`src/rtl/ram_dma_2p_pkg.sv`:
```
// Shared constants and encodings for the two-port RAM DMA engine.
// Contents: RAM geometry (DATA_W, ADDR_W, DEPTH), transfer length width,
// FSM state encoding, transfer mode encoding and the length clamp helper.
package ram_dma_2p_pkg;

   localparam int unsigned DATA_W = 16;
   localparam int unsigned ADDR_W = 7;
   localparam int unsigned DEPTH  = 128;
   localparam int unsigned LEN_W  = 8;

   typedef enum logic [1:0] {
      StIdle  = 2'd0,
      StRun   = 2'd1,
      StDrain = 2'd2,
      StDone  = 2'd3
   } state_e;

   typedef enum logic {
      ModeCopy = 1'b0,
      ModeFill = 1'b1
   } mode_e;

   // Requests longer than the RAM are limited to one full pass.
   function automatic logic [LEN_W-1:0] clamp_len(input logic [LEN_W-1:0] len);
      return (len > LEN_W'(DEPTH)) ? LEN_W'(DEPTH) : len;
   endfunction

endpackage

```
`src/rtl/ram_dma_2p_if.sv`:
```
// RAM-side bus of the DMA engine, matching the 2-port 16x128 RAM pinout.
// Port 0: read_en0, write_en0, addr0, din0. Port 1: read_en1, write_en1, addr1, dout1.
// Modports: master (DMA side, drives strobes/addresses/write data),
//           slave  (RAM side, returns dout1).
interface ram_dma_2p_if;
   import ram_dma_2p_pkg::*;

   logic              read_en0;
   logic              write_en0;
   logic [ADDR_W-1:0] addr0;
   logic [DATA_W-1:0] din0;
   logic              read_en1;
   logic              write_en1;
   logic [ADDR_W-1:0] addr1;
   logic [DATA_W-1:0] dout1;

   modport master (
      output read_en0, write_en0, addr0, din0,
      output read_en1, write_en1, addr1,
      input  dout1
   );

   modport slave (
      input  read_en0, write_en0, addr0, din0,
      input  read_en1, write_en1, addr1,
      output dout1
   );

endinterface

```
`src/rtl/dma_addr_gen.sv`:
```
// Offset generator for the DMA engine.
// Ports: clk, rst_n; load (first word of a transfer, operands on *_in), step (next word);
//        mode_in, len_in, src_in, dst_in (transfer operands, sampled on load);
//        off (offset of the word issued this cycle), prev_off (offset issued last time),
//        last (the word issued this cycle is the final one).
// Offsets are valid combinationally in the same cycle as load so the top can register the
// first RAM access on the accepting edge.
module dma_addr_gen
   import ram_dma_2p_pkg::*;
(
   input  logic              clk,
   input  logic              rst_n,
   input  logic              load,
   input  logic              step,
   input  mode_e             mode_in,
   input  logic [LEN_W-1:0]  len_in,
   input  logic [ADDR_W-1:0] src_in,
   input  logic [ADDR_W-1:0] dst_in,
   output logic [ADDR_W-1:0] off,
   output logic [ADDR_W-1:0] prev_off,
   output logic              last
);

   logic [LEN_W-1:0]  cnt_q;
   logic [LEN_W-1:0]  len_q;
   logic              desc_q;
   logic [ADDR_W-1:0] prev_off_q;
   logic [ADDR_W-1:0] diff;
   logic              desc_new;
   logic [LEN_W-1:0]  k;
   logic [LEN_W-1:0]  l;
   logic              desc;

   assign diff = dst_in - src_in;
   // dst inside (src, src+len-1]: an ascending copy would overwrite unread source words.
   assign desc_new = (mode_in == ModeCopy) && (diff != '0) &&
                     (LEN_W'(diff) <= len_in - LEN_W'(1));

   assign k    = load ? '0 : cnt_q;
   assign l    = load ? len_in : len_q;
   assign desc = load ? desc_new : desc_q;

   assign off      = desc ? ADDR_W'(l - k - LEN_W'(1)) : ADDR_W'(k);
   assign last     = (k == l - LEN_W'(1));
   assign prev_off = prev_off_q;

   always_ff @(posedge clk or negedge rst_n) begin
      if (!rst_n) begin
         cnt_q      <= '0;
         len_q      <= '0;
         desc_q     <= 1'b0;
         prev_off_q <= '0;
      end else begin
         if (load) begin
            len_q  <= len_in;
            desc_q <= desc_new;
         end
         if (load || step) begin
            cnt_q      <= k + LEN_W'(1);
            prev_off_q <= off;
         end
      end
   end

endmodule

```
`src/rtl/ram_dma_2p.sv`:
```
// DMA engine for a 2-port 16x128 RAM: copy (read port 1, write port 0) or fill (port 0 only).
// Ports: clk, rst_n; start (one-cycle request), mode (0 copy, 1 fill), src_addr, dst_addr,
//        len (0..255, clamped to 128), fill_data; busy, done (one-cycle pulse);
//        ram (RAM bus, master side).
// Copy reads one word per cycle; each word is written the cycle after its read, so din0 is
// steered straight from dout1. Everything else leaving the block comes from a register.
module ram_dma_2p
   import ram_dma_2p_pkg::*;
(
   input  logic              clk,
   input  logic              rst_n,
   input  logic              start,
   input  logic              mode,
   input  logic [ADDR_W-1:0] src_addr,
   input  logic [ADDR_W-1:0] dst_addr,
   input  logic [LEN_W-1:0]  len,
   input  logic [DATA_W-1:0] fill_data,
   output logic              busy,
   output logic              done,
   ram_dma_2p_if.master      ram
);

   state_e            state_q, state_d;
   mode_e             mode_q, mode_n, mode_in;
   logic [ADDR_W-1:0] src_q, dst_q, src_n, dst_n;
   logic [DATA_W-1:0] fill_q;
   logic [LEN_W-1:0]  len_eff;
   logic              capture, issue, load, step;
   logic [ADDR_W-1:0] off, prev_off;
   logic              last, last_q, last_d;
   logic              re1_q, re1_d, we0_q, we0_d;
   logic [ADDR_W-1:0] addr1_q, addr1_d, addr0_q, addr0_d;
   logic              busy_q, busy_d, done_q, done_d;

   assign mode_in = mode_e'(mode);
   assign len_eff = clamp_len(len);

   dma_addr_gen u_addr_gen (
      .clk      (clk),
      .rst_n    (rst_n),
      .load     (load),
      .step     (step),
      .mode_in  (mode_in),
      .len_in   (len_eff),
      .src_in   (src_addr),
      .dst_in   (dst_addr),
      .off      (off),
      .prev_off (prev_off),
      .last     (last)
   );

   always_comb begin
      state_d = state_q;
      capture = 1'b0;
      issue   = 1'b0;
      load    = 1'b0;
      step    = 1'b0;
      case (state_q)
         StIdle: begin
            if (start) begin
               capture = 1'b1;
               if (len_eff == '0) begin
                  state_d = StDone;
               end else begin
                  load    = 1'b1;
                  issue   = 1'b1;
                  state_d = StRun;
               end
            end
         end
         StRun: begin
            if (last_q) begin
               state_d = (mode_q == ModeCopy) ? StDrain : StDone;
            end else begin
               issue = 1'b1;
               step  = 1'b1;
            end
         end
         StDrain: state_d = StDone;
         StDone:  state_d = StIdle;
         default: state_d = StIdle;
      endcase

      // Operands are live on the accepting edge, before the capture registers load.
      mode_n = capture ? mode_in : mode_q;
      src_n  = capture ? src_addr : src_q;
      dst_n  = capture ? dst_addr : dst_q;

      re1_d   = issue && (mode_n == ModeCopy);
      addr1_d = re1_d ? src_n + off : addr1_q;
      if (mode_n == ModeCopy) begin
         // Write trails the read by one cycle at the same offset.
         we0_d   = re1_q;
         addr0_d = re1_q ? dst_q + prev_off : addr0_q;
      end else begin
         we0_d   = issue;
         addr0_d = issue ? dst_n + off : addr0_q;
      end
      last_d = issue && last;
      busy_d = (state_d != StIdle);
      done_d = (state_d == StDone);
   end

   always_ff @(posedge clk or negedge rst_n) begin
      if (!rst_n) begin
         state_q <= StIdle;
         mode_q  <= ModeCopy;
         src_q   <= '0;
         dst_q   <= '0;
         fill_q  <= '0;
         last_q  <= 1'b0;
         re1_q   <= 1'b0;
         we0_q   <= 1'b0;
         addr1_q <= '0;
         addr0_q <= '0;
         busy_q  <= 1'b0;
         done_q  <= 1'b0;
      end else begin
         state_q <= state_d;
         if (capture) begin
            mode_q <= mode_in;
            src_q  <= src_addr;
            dst_q  <= dst_addr;
            fill_q <= fill_data;
         end
         last_q  <= last_d;
         re1_q   <= re1_d;
         we0_q   <= we0_d;
         addr1_q <= addr1_d;
         addr0_q <= addr0_d;
         busy_q  <= busy_d;
         done_q  <= done_d;
      end
   end

   assign busy          = busy_q;
   assign done          = done_q;
   assign ram.read_en0  = 1'b0;
   assign ram.write_en1 = 1'b0;
   assign ram.read_en1  = re1_q;
   assign ram.addr1     = addr1_q;
   assign ram.write_en0 = we0_q;
   assign ram.addr0     = addr0_q;
   assign ram.din0      = we0_q ? ((mode_q == ModeFill) ? fill_q : ram.dout1) : '0;

endmodule

```
`src/flat_wrapper.sv`:
```
// flat-port wrapper written by rule: the top's interface ports become plain ports
module ram_dma_2p_flat import ram_dma_2p_pkg::*;
  (clk, rst_n, start, mode, src_addr, dst_addr, len, fill_data, busy, done, ram_read_en0, ram_write_en0, ram_addr0, ram_din0, ram_read_en1, ram_write_en1, ram_addr1, ram_dout1);
  ram_dma_2p_if ram_i ();
  input  logic clk;
  input  logic rst_n;
  input  logic start;
  input  logic mode;
  input  logic [ADDR_W-1:0] src_addr;
  input  logic [ADDR_W-1:0] dst_addr;
  input  logic [LEN_W-1:0] len;
  input  logic [DATA_W-1:0] fill_data;
  output logic busy;
  output logic done;
  output wire logic [$bits(ram_i.read_en0)-1:0] ram_read_en0;
  output wire logic [$bits(ram_i.write_en0)-1:0] ram_write_en0;
  output wire logic [$bits(ram_i.addr0)-1:0] ram_addr0;
  output wire logic [$bits(ram_i.din0)-1:0] ram_din0;
  output wire logic [$bits(ram_i.read_en1)-1:0] ram_read_en1;
  output wire logic [$bits(ram_i.write_en1)-1:0] ram_write_en1;
  output wire logic [$bits(ram_i.addr1)-1:0] ram_addr1;
  input wire logic [$bits(ram_i.dout1)-1:0] ram_dout1;
  assign ram_read_en0 = ram_i.read_en0;
  assign ram_write_en0 = ram_i.write_en0;
  assign ram_addr0 = ram_i.addr0;
  assign ram_din0 = ram_i.din0;
  assign ram_read_en1 = ram_i.read_en1;
  assign ram_write_en1 = ram_i.write_en1;
  assign ram_addr1 = ram_i.addr1;
  assign ram_i.dout1 = ram_dout1;
  ram_dma_2p u_core (.clk(clk), .rst_n(rst_n), .start(start), .mode(mode), .src_addr(src_addr), .dst_addr(dst_addr), .len(len), .fill_data(fill_data), .busy(busy), .done(done), .ram(ram_i));
endmodule
```
`config.mk`:
```
export PLATFORM = sky130hd
export DESIGN_NAME = ram_dma_2p_flat
export DESIGN_NICKNAME = d
export VERILOG_FILES = /design/src/rtl/ram_dma_2p_pkg.sv /design/src/rtl/ram_dma_2p_if.sv /design/src/rtl/dma_addr_gen.sv /design/src/rtl/ram_dma_2p.sv /design/src/flat_wrapper.sv
export SDC_FILE = /design/constraint.sdc
export NUM_CORES = 1
export LEC_CHECK = 0
export CAP_MARGIN = 15
export CORE_MARGIN = 5
export CORE_UTILIZATION = 30
export CTS_BUF_LIST = sky130_fd_sc_hd__clkbuf_4
export DETAILED_ROUTE_END_ITERATION = 12
export SYNTH_ARGS = -nofsm -noshare
export SYNTH_HDL_FRONTEND = slang
export SYNTH_SLANG_ARGS = --single-unit
export TNS_END_PERCENT = 10
```
`constraint.sdc`:
```
create_clock -name clk -period 4.6 [get_ports clk]
set_input_delay 0.46 -clock clk [delete_from_list [all_inputs] [get_ports clk]]
set_output_delay 0.46 -clock clk [all_outputs]
set_load 0.03 [all_outputs]
```
==> flow_metrics.tcl <==
set metrics [dict create \
    status "finished, final reports clean" \
    crit_type "in2reg" \
    clk_latency_ns 0.45 \
    setup_violations 0 \
    antenna_found_initial 0 \
    finalHoldViolCount 0 \
    arrival_ns 4.87 \
    grt_overflow 0 \
    drive_above_1_share 0.2354 \
    hpwl_um 12110 \
    synthDistinctLibCells 67 \
    pwr-share-seq 0.205 \
    grt_max_degree 77 \
    drt_iter0_markers 259 \
    track_usage 0.1583 \
    tritoncts "yes" \
    skew_ns 0.02339 \
    clockPowerShare 0.063 \
    synthFlopType "dfrtp_1" \
    place_congestion 0.8717 \
    grt_pass1_vias 4990 \
    syn_to_final_growth_pct 42.39 \
    drcViolationCount 0 \
    syn_area_sq_um 5336 \
    cp_slowest_cell "clkdlybuf4s50_1" \
    grt_pass1_wl_um 25750 \
    h-tree-depth 3 \
    ir_drop_v 0.0004694 \
    p_sw_frac 0.4605 \
    relSlewSlack 0.3318 \
    synth-seq-cells 76 \
    critical_path.startpoint_type "input port" \
    finalCriticalPeriod_ns 4.480 \
    final_antenna_net_count 0 \
    synth_top_area_frac 0.3564 \
    power_density_nw_per_um2 804.5 \
    io_buffers 91 \
    worstPathRequired_ns 4.99 \
    core_area_sq_um 17360 \
    slew_violations 0 \
    slowest_delay_ns 0.45 \
    use_met1 0.2138 \
    fin_area_sq_um 7599 \
    dr.pass1.iters 4 \
    antenna_cells 0 \
    clkTransAtPathRegs_ns 0.14 \
    initial_core_util 0.3075 \
    p_leak_uw 0.003612 \
    reg2reg_slack_ns 0.37 \
    combPwrFrac 0.733 \
    wirelength_um 15960 \
    internal_power_uw 3298 \
    numCtsBuffers 9 \
    die_area_sq_um 20560 \
    avgSynthCellArea_sq_um 8.607 \
    finalNonFillerCells 1032 \
    synth.largest_area_cell "dfrtp_1" \
    hold_path_class "in2async" \
    dp_cells 999 \
    cts_buffer_depth 2 \
    ioPinCount 94 \
    worstPathMaxFanout 3 \
    end_kind "flip-flop" \
    timing.rr.start "u_core.state_q[0]" \
    top_usage_layer "met2" \
    ys_seq_area_frac 0.3564 \
    finalPower_uw 6113 \
    async_reset_ff_frac 1.000 \
    nets 906 \
    die_h_um 143.4 \
    vias 4943 \
    tightest_slew_ns 1.002 \
    crit_start "len[2]" \
    synth_edf_count 0 \
    die_x_um 143.4 \
    reg2reg_to "u_core.ram.addr0[4]" \
    worst-r2r-cell-count 21 \
    drv_cap 0 \
    synth_area_leaders "dfrtp_1, ha_1, nand2_1" \
    p_switching_uw 2815 \
    yosysWarningCount 0 \
    cts-root-buf "clkbuf_4" \
    synth_commonest_cells "nand2_1, dfrtp_1, nor2_1" \
    cpMostUsedCell "buf_4" \
    grtUsageMet2 0.2592 \
    synthCells 620 \
    cts.sinks 76 \
    crit_end "u_core.ram.addr0[4]" \
    wl_per_cell_um 15.47 \
    fin_crit_sh 0.9739 \
    dpl_cell_area_sq_um 7108 \
    grtUsageMet3 0.03328 \
    rows 48 \
    synthMostInstantiatedCell "nand2_1" \
    via_per_inst 4.790 \
    fmax_mhz 223.2 \
]
placed cells by master (no fill, tap or decap), types with 4 or more instances in the layout:
cell             Yosys  layout
o21ai_1             10       7
buf_4                2     102
mux2_2               4       4
clkdlybuf4s50_1      0      76
xor2_1              13      12
dlygate4sd2_1        0       4
xnor2_1             25      25
o21ai_0             21      21
nor2_2               0       4
o211ai_1             4       4
ha_4                 0       9
a21o_1              10      10
o21bai_1             6       5
inv_1               32      24
inv_2                0       8
dfrtp_1             76      76
clkbuf_4             0      11
nor2b_1             21      20
ha_1                41      30
nor2_1              48      43
and2_1               5       4
nand3_1             11      10
nand2_1            123     122
a31oi_1              9       9
o21a_1               4       4
nand2b_1            10       8
mux2i_1             19      19
dlymetal6s2s_1       0       7
a21oi_1             35      33
nor3_1               6       6
sequential cells by signal (all words and copies together), names as in the netlist:
name and flops:
u_core.u_addr_gen.cnt_q 8, u_core.u_addr_gen.len_q 8, u_core.ram.write_en0 1, u_core.mode_q 1, u_core.fill_q 16, u_core.dst_q 7, u_core.u_addr_gen.desc_q 1, u_core.last_q 1
u_core.u_addr_gen.prev_off 7, u_core.src_q 7, u_core.busy 1, u_core.ram.addr1 7, u_core.done 1, u_core.ram.read_en1 1, u_core.ram.addr0 7, u_core.state_q 2
cell type report:
type | instances | area, sq um
Fill cell | 1737 | 9758
Clock inverter | 5 | 37.54
Inverter | 32 | 120.1
Clock buffer | 11 | 82.58
Tap cell | 225 | 281.5
Timing Repair Buffer | 194 | 1687
Multi-Input combinational cell | 489 | 3488
Sequential cell | 76 | 1902
worst min path at each step:
stage	slack, ns	end
2_1_floorplan	0.16	u_core.busy
3_3_place_gp	0.46	u_core.fill_q[15]
3_5_place_dp	0.46	u_core.fill_q[1]
4_1_cts	0.18	u_core.ram.addr1[4]
5_1_grt	0.23	u_core.fill_q[7]
6_report	0.16	u_core.ram.addr1[0]
logic make-up after synthesis:
kind of cell / synth area share
AOI/OAI and AO/OA: 0.1651
xor gates and xnor gates: 0.06237
adders and majority gates: 0.1149
buffers and inverters: 0.04455
DFF: 0.3564
muxes: 0.04689
other: 0.0007027
and+or+nand+nor: 0.2091
metrics by stage:
stage	hold slack (ns)	setup slack [ns]	util	setup TNS, ns
after floorplan	0.1644	-0.1490	-	-0.1490
after global placement	0.4619	-0.7715	0.4095	-4.580
after detailed placement	0.4646	-0.8533	0.4095	-5.213
after CTS	0.1779	0.004567	0.4273	0
after global routing	0.2325	-0.04027	0.4378	-0.08954
final	0.1646	0.1200	0.4378	0
per-layer routing:
layer / vias up / part of all wire
li1: 2496 / -
met1: 2329 / 0.47
met2: 108 / 0.46
met3: 10 / 0.060
met4: 0 / 0.0099
met5: - / 0
critical path, delay by kind of cell:
family                     cells  cell delay (ns)
adders and majority gates      3             0.87
buffers and inverters          9             1.22
and+or+nand+nor                2             0.23
AOI/OAI and AO/OA             12             2.12
timing repair:
item                                    4_1_cts  5_1_grt
resized for setup                            34       39
setup buffers                                13        4
hold buffers                                  0        0
pin swaps                                    22       28
endpoints found under the setup margin        4        6
power groups by stage:
| stage | combinational (uW) | clock [uW] | sequential, uW |
|---|---|---|---|
| 6_report | 4480 | 384 | 1250 |
| 5_1_grt | 4960 | 425 | 1300 |
| 4_1_cts | 4330 | 401 | 1260 |
| 3_5_place_dp | 4170 | 0 | 1270 |
| 3_3_place_gp | 4140 | 0 | 1260 |
| 2_1_floorplan | 2640 | 0 | 1300 |
No activity file was read; power rests on OpenSTA's default activity.
